<file path="config.mk">
export PLATFORM = sky130hd
export DESIGN_NAME = dimacs_stream_parser
export DESIGN_NICKNAME = d
export VERILOG_FILES = /design/src/rtl/satswarmv2_pkg.sv /design/src/rtl/dimacs_dec_accum.sv /design/src/rtl/dimacs_stream_parser.sv
export SDC_FILE = /design/constraint.sdc
export NUM_CORES = 1
export LEC_CHECK = 0
export ABC_AREA = 1
export ABC_CLOCK_PERIOD_IN_PS = 13400
export CAP_MARGIN = 20
export CORE_MARGIN = 1.5
export CORE_UTILIZATION = 55
export CTS_CLUSTER_DIAMETER = 50
export CTS_CLUSTER_SIZE = 28
export DETAILED_ROUTE_END_ITERATION = 10
export GPL_ROUTABILITY_DRIVEN = 0
export PLACE_DENSITY = 0.78
export SYNTH_ARGS = -nofsm -noshare
export SYNTH_HDL_FRONTEND = slang
export SYNTH_HIERARCHICAL = 1
export SYNTH_SLANG_ARGS = --single-unit
</file>
<file path="constraint.sdc">
create_clock -name clk -period 13.4 [get_ports clk]
set_input_delay 2.01 -clock clk [delete_from_list [all_inputs] [get_ports clk]]
set_output_delay 2.01 -clock clk [all_outputs]
set_load 0.03 [all_outputs]
</file>
<file path="src/rtl/satswarmv2_pkg.sv">
// Shared SatSwarm types: DIMACS front-end states, error codes and
// ASCII constants used by the stream parser.
package satswarmv2_pkg;

  typedef enum logic [3:0] {
    LINE_START,
    COMMENT,
    HDR_KW,
    HDR_V,
    HDR_C,
    BODY,
    DRAIN,
    FLUSH,
    DONE,
    ERR
  } dimacs_state_e;

  typedef enum logic [2:0] {
    E_NONE           = 3'd0,
    E_BAD_CHAR       = 3'd1,
    E_NO_HEADER      = 3'd2,
    E_VAR_RANGE      = 3'd3,
    E_OVERFLOW       = 3'd4,
    E_UNTERMINATED   = 3'd5,
    E_COUNT_MISMATCH = 3'd6
  } dimacs_err_e;

  localparam logic [7:0] ASC_SP    = 8'h20;
  localparam logic [7:0] ASC_TAB   = 8'h09;
  localparam logic [7:0] ASC_CR    = 8'h0D;
  localparam logic [7:0] ASC_LF    = 8'h0A;
  localparam logic [7:0] ASC_MINUS = 8'h2D;
  localparam logic [7:0] ASC_0     = 8'h30;
  localparam logic [7:0] ASC_9     = 8'h39;
  localparam logic [7:0] ASC_C     = 8'h63;
  localparam logic [7:0] ASC_P     = 8'h70;
  localparam logic [7:0] ASC_PCT   = 8'h25;
  localparam logic [7:0] ASC_N     = 8'h6E;
  localparam logic [7:0] ASC_F     = 8'h66;

  localparam logic [31:0] DIMACS_MAX_MAG = 32'h7FFF_FFFF;

  function automatic logic is_digit(input logic [7:0] b);
    return (b >= ASC_0) && (b <= ASC_9);
  endfunction

  function automatic logic is_blank(input logic [7:0] b);
    return (b == ASC_SP) || (b == ASC_TAB);
  endfunction

  function automatic logic is_ws(input logic [7:0] b);
    return is_blank(b) || (b == ASC_CR) || (b == ASC_LF);
  endfunction

endpackage

</file>
<file path="src/rtl/dimacs_dec_accum.sv">
// Decimal accumulator: acc*10+digit in 35 bits with a 2^31-1 limit.
// sum/ovf always describe shifting the next digit into the held value.
module dimacs_dec_accum
  import satswarmv2_pkg::*;
(
  input  logic        clk,
  input  logic        rst,
  input  logic        clr,
  input  logic        shift,
  input  logic [3:0]  digit,
  output logic [31:0] acc,
  output logic [31:0] sum,
  output logic        ovf
);

  logic [31:0] acc_q, acc_d;
  logic [34:0] wide;

  always_comb begin
    wide = {acc_q, 3'b000}
         + {2'b00, acc_q, 1'b0}
         + {31'd0, digit};
    ovf  = wide > {3'b000, DIMACS_MAX_MAG};
    sum  = wide[31:0];
    acc_d = acc_q;
    if (clr) begin
      acc_d = shift ? {28'd0, digit} : '0;
    end else if (shift) begin
      acc_d = sum;
    end
  end

  always_ff @(posedge clk) begin
    if (rst) begin
      acc_q <= '0;
    end else begin
      acc_q <= acc_d;
    end
  end

  assign acc = acc_q;

endmodule

</file>
<file path="src/rtl/dimacs_stream_parser.sv">
// DIMACS CNF byte-stream parser feeding the satswarm host load port.
// One output register; first error is latched and stops the stream.
module dimacs_stream_parser
  import satswarmv2_pkg::*;
#(
  parameter int LIT_W = 32,
  parameter int CNT_W = 32
) (
  input  logic             clk,
  input  logic             rst,
  input  logic             in_valid,
  output logic             in_ready,
  input  logic [7:0]       in_byte,
  input  logic             in_last,
  output logic             out_valid,
  input  logic             out_ready,
  output logic [LIT_W-1:0] out_literal,
  output logic             out_clause_end,
  output logic             hdr_valid,
  output logic [CNT_W-1:0] num_vars,
  output logic [CNT_W-1:0] num_clauses,
  output logic [CNT_W-1:0] clause_count,
  output logic             done,
  output logic             error,
  output logic [2:0]       err_code
);

  dimacs_state_e state_q, state_d;
  dimacs_err_e   ecode_q, ecode_d, err_v;

  logic [2:0]       kw_q, kw_d;
  logic             neg_q, neg_d;
  logic             dig_q, dig_d;
  logic             pend_q, pend_d;
  logic             hdr_q, hdr_d;
  logic             ov_q, ov_d;
  logic             oce_q, oce_d;
  logic [LIT_W-1:0] olit_q, olit_d;
  logic [CNT_W-1:0] nv_q, nv_d;
  logic [CNT_W-1:0] nc_q, nc_d;
  logic [CNT_W-1:0] cnt_q, cnt_d;

  logic             acc_clr, acc_shift, acc_ovf;
  logic [31:0]      acc, acc_sum, mag;
  logic [LIT_W-1:0] lit_mag;
  logic             fire, body, term;
  logic             b_dig, b_blank, b_ws, b_lf;

  dimacs_dec_accum u_accum (
    .clk   (clk),
    .rst   (rst),
    .clr   (acc_clr),
    .shift (acc_shift),
    .digit (in_byte[3:0]),
    .acc   (acc),
    .sum   (acc_sum),
    .ovf   (acc_ovf)
  );

  assign in_ready = !rst
    && !(state_q inside {DONE, ERR, FLUSH})
    && (!ov_q || out_ready);

  assign fire    = in_valid && in_ready;
  assign b_dig   = is_digit(in_byte);
  assign b_blank = is_blank(in_byte);
  assign b_ws    = is_ws(in_byte);
  assign b_lf    = in_byte == ASC_LF;

  always_comb begin
    state_d = state_q;
    ecode_d = ecode_q;
    kw_d    = kw_q;
    neg_d   = neg_q;
    dig_d   = dig_q;
    pend_d  = pend_q;
    hdr_d   = hdr_q;
    nv_d    = nv_q;
    nc_d    = nc_q;
    cnt_d   = cnt_q;
    ov_d    = ov_q;
    olit_d  = olit_q;
    oce_d   = oce_q;
    err_v     = E_NONE;
    acc_clr   = 1'b0;
    acc_shift = 1'b0;
    body      = 1'b0;
    term      = 1'b0;
    // A digit on the token's final byte has not reached acc yet
    if (b_dig) begin
      mag = dig_q ? acc_sum : {28'd0, in_byte[3:0]};
    end else begin
      mag = acc;
    end
    lit_mag = LIT_W'(mag);

    if (ov_q && out_ready) ov_d = 1'b0;

    if (fire) begin
      unique case (state_q)
        LINE_START: begin
          unique case (1'b1)
            b_ws: begin
            end
            in_byte == ASC_C: state_d = COMMENT;
            in_byte == ASC_P: begin
              if (hdr_q) begin
                err_v = E_BAD_CHAR;
              end else begin
                state_d = HDR_KW;
                kw_d    = '0;
              end
            end
            in_byte == ASC_PCT: state_d = DRAIN;
            b_dig, in_byte == ASC_MINUS: begin
              state_d = BODY;
              body    = 1'b1;
            end
            default: err_v = E_BAD_CHAR;
          endcase
        end
        COMMENT: begin
          if (b_lf) state_d = LINE_START;
        end
        HDR_KW: begin
          if (b_lf) begin
            state_d = LINE_START;
          end else begin
            unique case (kw_q)
              3'd0: begin
                if (b_blank) kw_d = 3'd1;
                else err_v = E_BAD_CHAR;
              end
              3'd1: begin
                if (in_byte == ASC_C) kw_d = 3'd2;
                else if (!b_blank) err_v = E_BAD_CHAR;
              end
              3'd2: begin
                if (in_byte == ASC_N) kw_d = 3'd3;
                else err_v = E_BAD_CHAR;
              end
              3'd3: begin
                if (in_byte == ASC_F) kw_d = 3'd4;
                else err_v = E_BAD_CHAR;
              end
              3'd4: begin
                if (b_blank) kw_d = 3'd5;
                else err_v = E_BAD_CHAR;
              end
              default: begin
                if (b_dig) begin
                  state_d   = HDR_V;
                  acc_clr   = 1'b1;
                  acc_shift = 1'b1;
                end else if (!b_blank) begin
                  err_v = E_BAD_CHAR;
                end
              end
            endcase
          end
        end
        HDR_V: begin
          if (b_lf) begin
            state_d = LINE_START;
          end else if (b_dig) begin
            acc_shift = 1'b1;
          end else if (b_blank) begin
            nv_d    = CNT_W'(acc);
            state_d = HDR_C;
            kw_d    = '0;
          end else begin
            err_v = E_BAD_CHAR;
          end
        end
        // kw_q here: 0 before digits, 1 in digits, 2 after digits
        HDR_C: begin
          if (b_lf) begin
            if (kw_q != 3'd0) begin
              nc_d  = CNT_W'(acc);
              hdr_d = 1'b1;
            end
            state_d = LINE_START;
          end else if (b_dig) begin
            if (kw_q == 3'd2) begin
              err_v = E_BAD_CHAR;
            end else begin
              acc_clr   = kw_q == 3'd0;
              acc_shift = 1'b1;
              kw_d      = 3'd1;
            end
          end else if (b_ws) begin
            if (kw_q == 3'd1) kw_d = 3'd2;
          end else begin
            err_v = E_BAD_CHAR;
          end
        end
        BODY:    body = 1'b1;
        default: begin
        end
      endcase

      if (body) begin
        if (in_byte == ASC_MINUS) begin
          if (neg_q || dig_q) err_v = E_BAD_CHAR;
          else if (!hdr_q) err_v = E_NO_HEADER;
          else neg_d = 1'b1;
        end else if (b_dig) begin
          if (!hdr_q) begin
            err_v = E_NO_HEADER;
          end else begin
            acc_clr   = !dig_q;
            acc_shift = 1'b1;
            dig_d     = 1'b1;
            term      = in_last;
          end
        end else if (b_ws) begin
          if (b_lf) state_d = LINE_START;
          if (dig_q) term = 1'b1;
          else if (neg_q) err_v = E_BAD_CHAR;
        end else begin
          err_v = E_BAD_CHAR;
        end
      end

      if (acc_shift && !acc_clr && acc_ovf) err_v = E_OVERFLOW;

      if (term && err_v == E_NONE) begin
        neg_d = 1'b0;
        dig_d = 1'b0;
        if (CNT_W'(mag) > nv_q) begin
          err_v = E_VAR_RANGE;
        end else begin
          ov_d = 1'b1;
          if (mag == '0) begin
            olit_d = '0;
            oce_d  = 1'b1;
            cnt_d  = cnt_q + CNT_W'(1);
            pend_d = 1'b0;
          end else begin
            olit_d = neg_q ? -lit_mag : lit_mag;
            oce_d  = 1'b0;
            pend_d = 1'b1;
          end
        end
      end

      if (err_v != E_NONE) begin
        state_d = ERR;
        ecode_d = err_v;
      end else if (in_last) begin
        state_d = FLUSH;
      end
    end else if (state_q == FLUSH) begin
      if (pend_q) begin
        state_d = ERR;
        ecode_d = E_UNTERMINATED;
      end else if (cnt_q != nc_q) begin
        state_d = ERR;
        ecode_d = E_COUNT_MISMATCH;
      end else if (!ov_q) begin
        state_d = DONE;
      end
    end
  end

  always_ff @(posedge clk) begin
    if (rst) begin
      state_q <= LINE_START;
      ecode_q <= E_NONE;
      kw_q    <= '0;
      neg_q   <= 1'b0;
      dig_q   <= 1'b0;
      pend_q  <= 1'b0;
      hdr_q   <= 1'b0;
      nv_q    <= '0;
      nc_q    <= '0;
      cnt_q   <= '0;
      ov_q    <= 1'b0;
      olit_q  <= '0;
      oce_q   <= 1'b0;
    end else begin
      state_q <= state_d;
      ecode_q <= ecode_d;
      kw_q    <= kw_d;
      neg_q   <= neg_d;
      dig_q   <= dig_d;
      pend_q  <= pend_d;
      hdr_q   <= hdr_d;
      nv_q    <= nv_d;
      nc_q    <= nc_d;
      cnt_q   <= cnt_d;
      ov_q    <= ov_d;
      olit_q  <= olit_d;
      oce_q   <= oce_d;
    end
  end

  assign out_valid      = ov_q;
  assign out_literal    = olit_q;
  assign out_clause_end = oce_q;
  assign hdr_valid      = hdr_q;
  assign num_vars       = nv_q;
  assign num_clauses    = nc_q;
  assign clause_count   = cnt_q;
  assign done           = state_q == DONE;
  assign error          = state_q == ERR;
  assign err_code       = ecode_q;

endmodule
</file>
==> summary.md <==
| Metric | Value |
|---|---|
| Status | finished, final reports clean |
| Diode count | 0 |
| Worst Path Max Fanout | 35 |
| First drt pass iteration count | 6 |
| Commonest cells in the synthesized netlist | nand2_1, inv_1, a21oi_1 |
| Rows | 58 |
| Post-CTS Setup Inserts | 0 |
| Synth cell types | 58 |
| WL final | 44.6 mm |
| GR peak layer | met2 |
| RR Endpoint | clause_count[0] |
| Max Clock Skew | 0.0196 ns |
| CTS root buffer | clkbuf_16 |
| GR Util All Layers | 33.7% |
| Initial core utilization | 56.0% |
| Crit path arrival time | 7.72 ns |
| Syn Inst Count | 2180 |
| Final setup violation count | 0 |
| Initial antenna violation count | 0 |
| Reg2Reg Depth | 29 |
| CTS clock-pin slew for the worst setup and hold paths | 0.07 ns |
| Die Area | 0.0265 mm2 |
| Routed Antenna Nets | 0 |
| Post-Synth Adder-Cell Area | 8.92% |
| Reg-to-Reg Start | u_accum/acc[2] |
| Seq/Total Area, Yosys | 25.1% |
| Met2 Usage GRT | 54.1% |
| Main flop type after synthesis | dfxtp_1 |
| Worst-Margin Slew | 0.816 ns |
| RSZ-0062 raised after global routing | no |
| Wirelength per Cell | 17.0 um |
| Cell taking the most area after synthesis | dfxtp_1 |
| Max_cap viols | 0 |
| Synth Area in XOR/XNOR | 5.65% |
| # fillers | 2269 |
| Clk Latency, worst-skew pair | 0.44 ns |
| Setup TNS | 0 ns |
| Post-CTS Hold Buffers | 0 |
| Worst Hold End | out_literal[21] |
| Hold Crit Depth | 2 |
| Slew headroom | 45.6% |
| Compound-Gate Fraction of Synth Area | 14.8% |
| Vias in the first global route | 13728 |
| Remaining DRCs | 0 |
| Worst EP required | 13.73 ns |
| Synth-to-Final Area Change | 15.5% |
| Clock sink count | 176 |
| Initial drt markers | 1719 |
| Die height | 163 um |
| Fin. max-slew vios | 0 |
| H-tree depth | 4 |
| First-pass GRT wire length | 71.1 mm |
| Synth Area per Inst | 6.45 um2 |
| Final Hold Violating Endpoints | 0 |
| Top-count cell post-synth | nand2_1 |
| Synthesized area | 0.0141 mm2 |
| Largest net degree at the start of global routing | 79 |
| Max Clock Freq | 135 MHz |
| Slowest cell delay on critical path | 0.59 ns |
| Pre-CTS setup slack | 5.72 ns |
| R2r setup slk | 7.72 ns |
| Buffers on Ports | 149 |
| Total grt overflow | 0 |
| Setup CP Type | in -> reg |
| Syn nets | 2292 |
| Vias | 15095 |
| Max IR drop VDD | 89.5 uV |
| Layout cells sized above 1 | 7.40% |
| Power Density | 68.5 mW/mm2 |
| Post-synthesis mux area share | 0% |
| Synth Area in Simple Gates | 34.7% |
| Critical Path Start Type | input pin |
| Synth top area cells | dfxtp_1, nand2_1, ha_1 |
| Nets | 2397 |
| CTS tree | built |
| Fin crit share | 55.2% |
| Core Util, Final | 64.6% |
| Count of state elements after synthesis | 176 |
| Lkg Pwr | 7.62 nW |
| Met3 Track Usage GR | 4.61% |
| Final min period | 7.39 ns |
| HP Start | out_literal[21] |
| Max Root-Sink Buffers | 2 |
| CTS resizes | 0 |
| Worst setup EP type | flop |
| Core area | 0.0251 mm2 |
| Via density per instance | 5.74 |
| I/O pin count | 150 |
| Synth top area share | 25.1% |
| Hold WC Path Type | reg -> reg |
| Die width | 163 um |
| Crit path top cell by count | nand2_1 |
| Synth warn | 6 |
| Post-synth EDFFs | 0 |
| Slowest-stage cell, CP | clkdlybuf4s50_1 |
| M1 GR Usage | 45.3% |
| Num CTS Buffers | 17 |
| Post-DP HPWL | 34.9 mm |
| Main combinational cell family by area after synthesis | simple AND/OR/NAND/NOR gates |
| Final WS setup | 6.01 ns |
| Ys async rst share | 0% |
report_power, final:
| group | leakage, nW | switching [mW] | internal [mW] |
|---|---|---|---|
| combinational | 5.91 | 0.0546 | 0.0220 |
| clock | 0.287 | 0.257 | 0.252 |
| sequential | 1.42 | 0.00250 | 0.525 |
| total | 7.62 | 0.314 | 0.798 |
registers in the layout, indices dropped and copies added (netlist names):
| signal | cells |
|---|---|
| clause_count | 32 |
| dig_q | 1 |
| err_code | 3 |
| hdr_valid | 1 |
| kw_q | 3 |
| neg_q | 1 |
| num_clauses | 32 |
| num_vars | 32 |
| out_clause_end | 1 |
| out_literal | 32 |
| out_valid | 1 |
| pend_q | 1 |
| state_q | 4 |
| u_accum/acc | 32 |
metal layers:
layer	routed length, um	up-vias
met5	0	-
met4	1670	0
met3	3910	125
met2	20100	772
met1	19000	6912
li1	-	7286
final cells by class:
cell class	count	area [um2]	area share, %
inverters	290	1090	6.75
flip-flops and latches	176	3520	21.7
repair buffers	160	1580	9.76
clock inverters	15	161	0.995
well taps	330	413	2.54
multi-input cells	1640	9020	55.6
clock buffers	17	425	2.62
cells in the final DEF (no fill, tap or decap), types with 13 or more instances in the layout:
master,instances
nand2_1,570
inv_1,279
a21oi_1,202
nor2_1,189
dfxtp_1,176
clkdlybuf4s50_1,148
o21ai_0,114
nand3_1,109
ha_1,97
xor2_1,72
nand4_1,52
nor3_1,31
nand2_2,22
o21ai_1,21
nor2_2,18
clkbuf_16,17
and2_1,15
a21oi_2,14
nor2_4,13
xnor2_1,13
cell families after synthesis:
kind of cell,Yosys count
flip-flops,176
AND/OR/NAND/NOR,1070
XOR/XNOR,88
buffers and inverters,364
AO/OA/AOI/OAI,383
adder cells (fa/ha/maj),99
worst max-delay path, delay by kind of cell:
family | cells | cell delay (ns)
buffers and inverters | 6 | 1.54
and+or+nand+nor | 19 | 2.57
AOI/OAI and AO/OA | 2 | 0.27
adders and majority gates | 3 | 1.32
worst max path at each step:
stage / slack [ns] / cells after the start / start / to
2_1_floorplan: 7.57 / 27 / in_byte[3] / clause_count[30]
5_1_grt: 5.62 / 29 / in_byte[3] / out_literal[13]
6_report: 6.01 / 30 / in_byte[3] / clause_count[0]
3_5_place_dp: 5.72 / 30 / in_byte[3] / clause_count[0]
4_1_cts: 6.16 / 30 / in_byte[3] / clause_count[0]
3_3_place_gp: 5.81 / 30 / in_byte[3] / clause_count[0]
through the flow:
| step | cell area, um2 | hold WS, ns | total power [mW] | std cells |
|---|---|---|---|---|
| final | 16200 | 0.466 | 1.11 | 2628 |
| after global routing | 16200 | 0.482 | 1.14 | 2628 |
| after CTS | 16200 | 0.466 | 1.11 | 2627 |
| after detailed placement | 15600 | 0.454 | 0.614 | 2595 |
| after global placement | 15600 | 0.459 | 0.612 | 2595 |
| after floorplan | 14100 | 0.465 | 0.594 | 2180 |
Power figures use the tool's default switching activity.
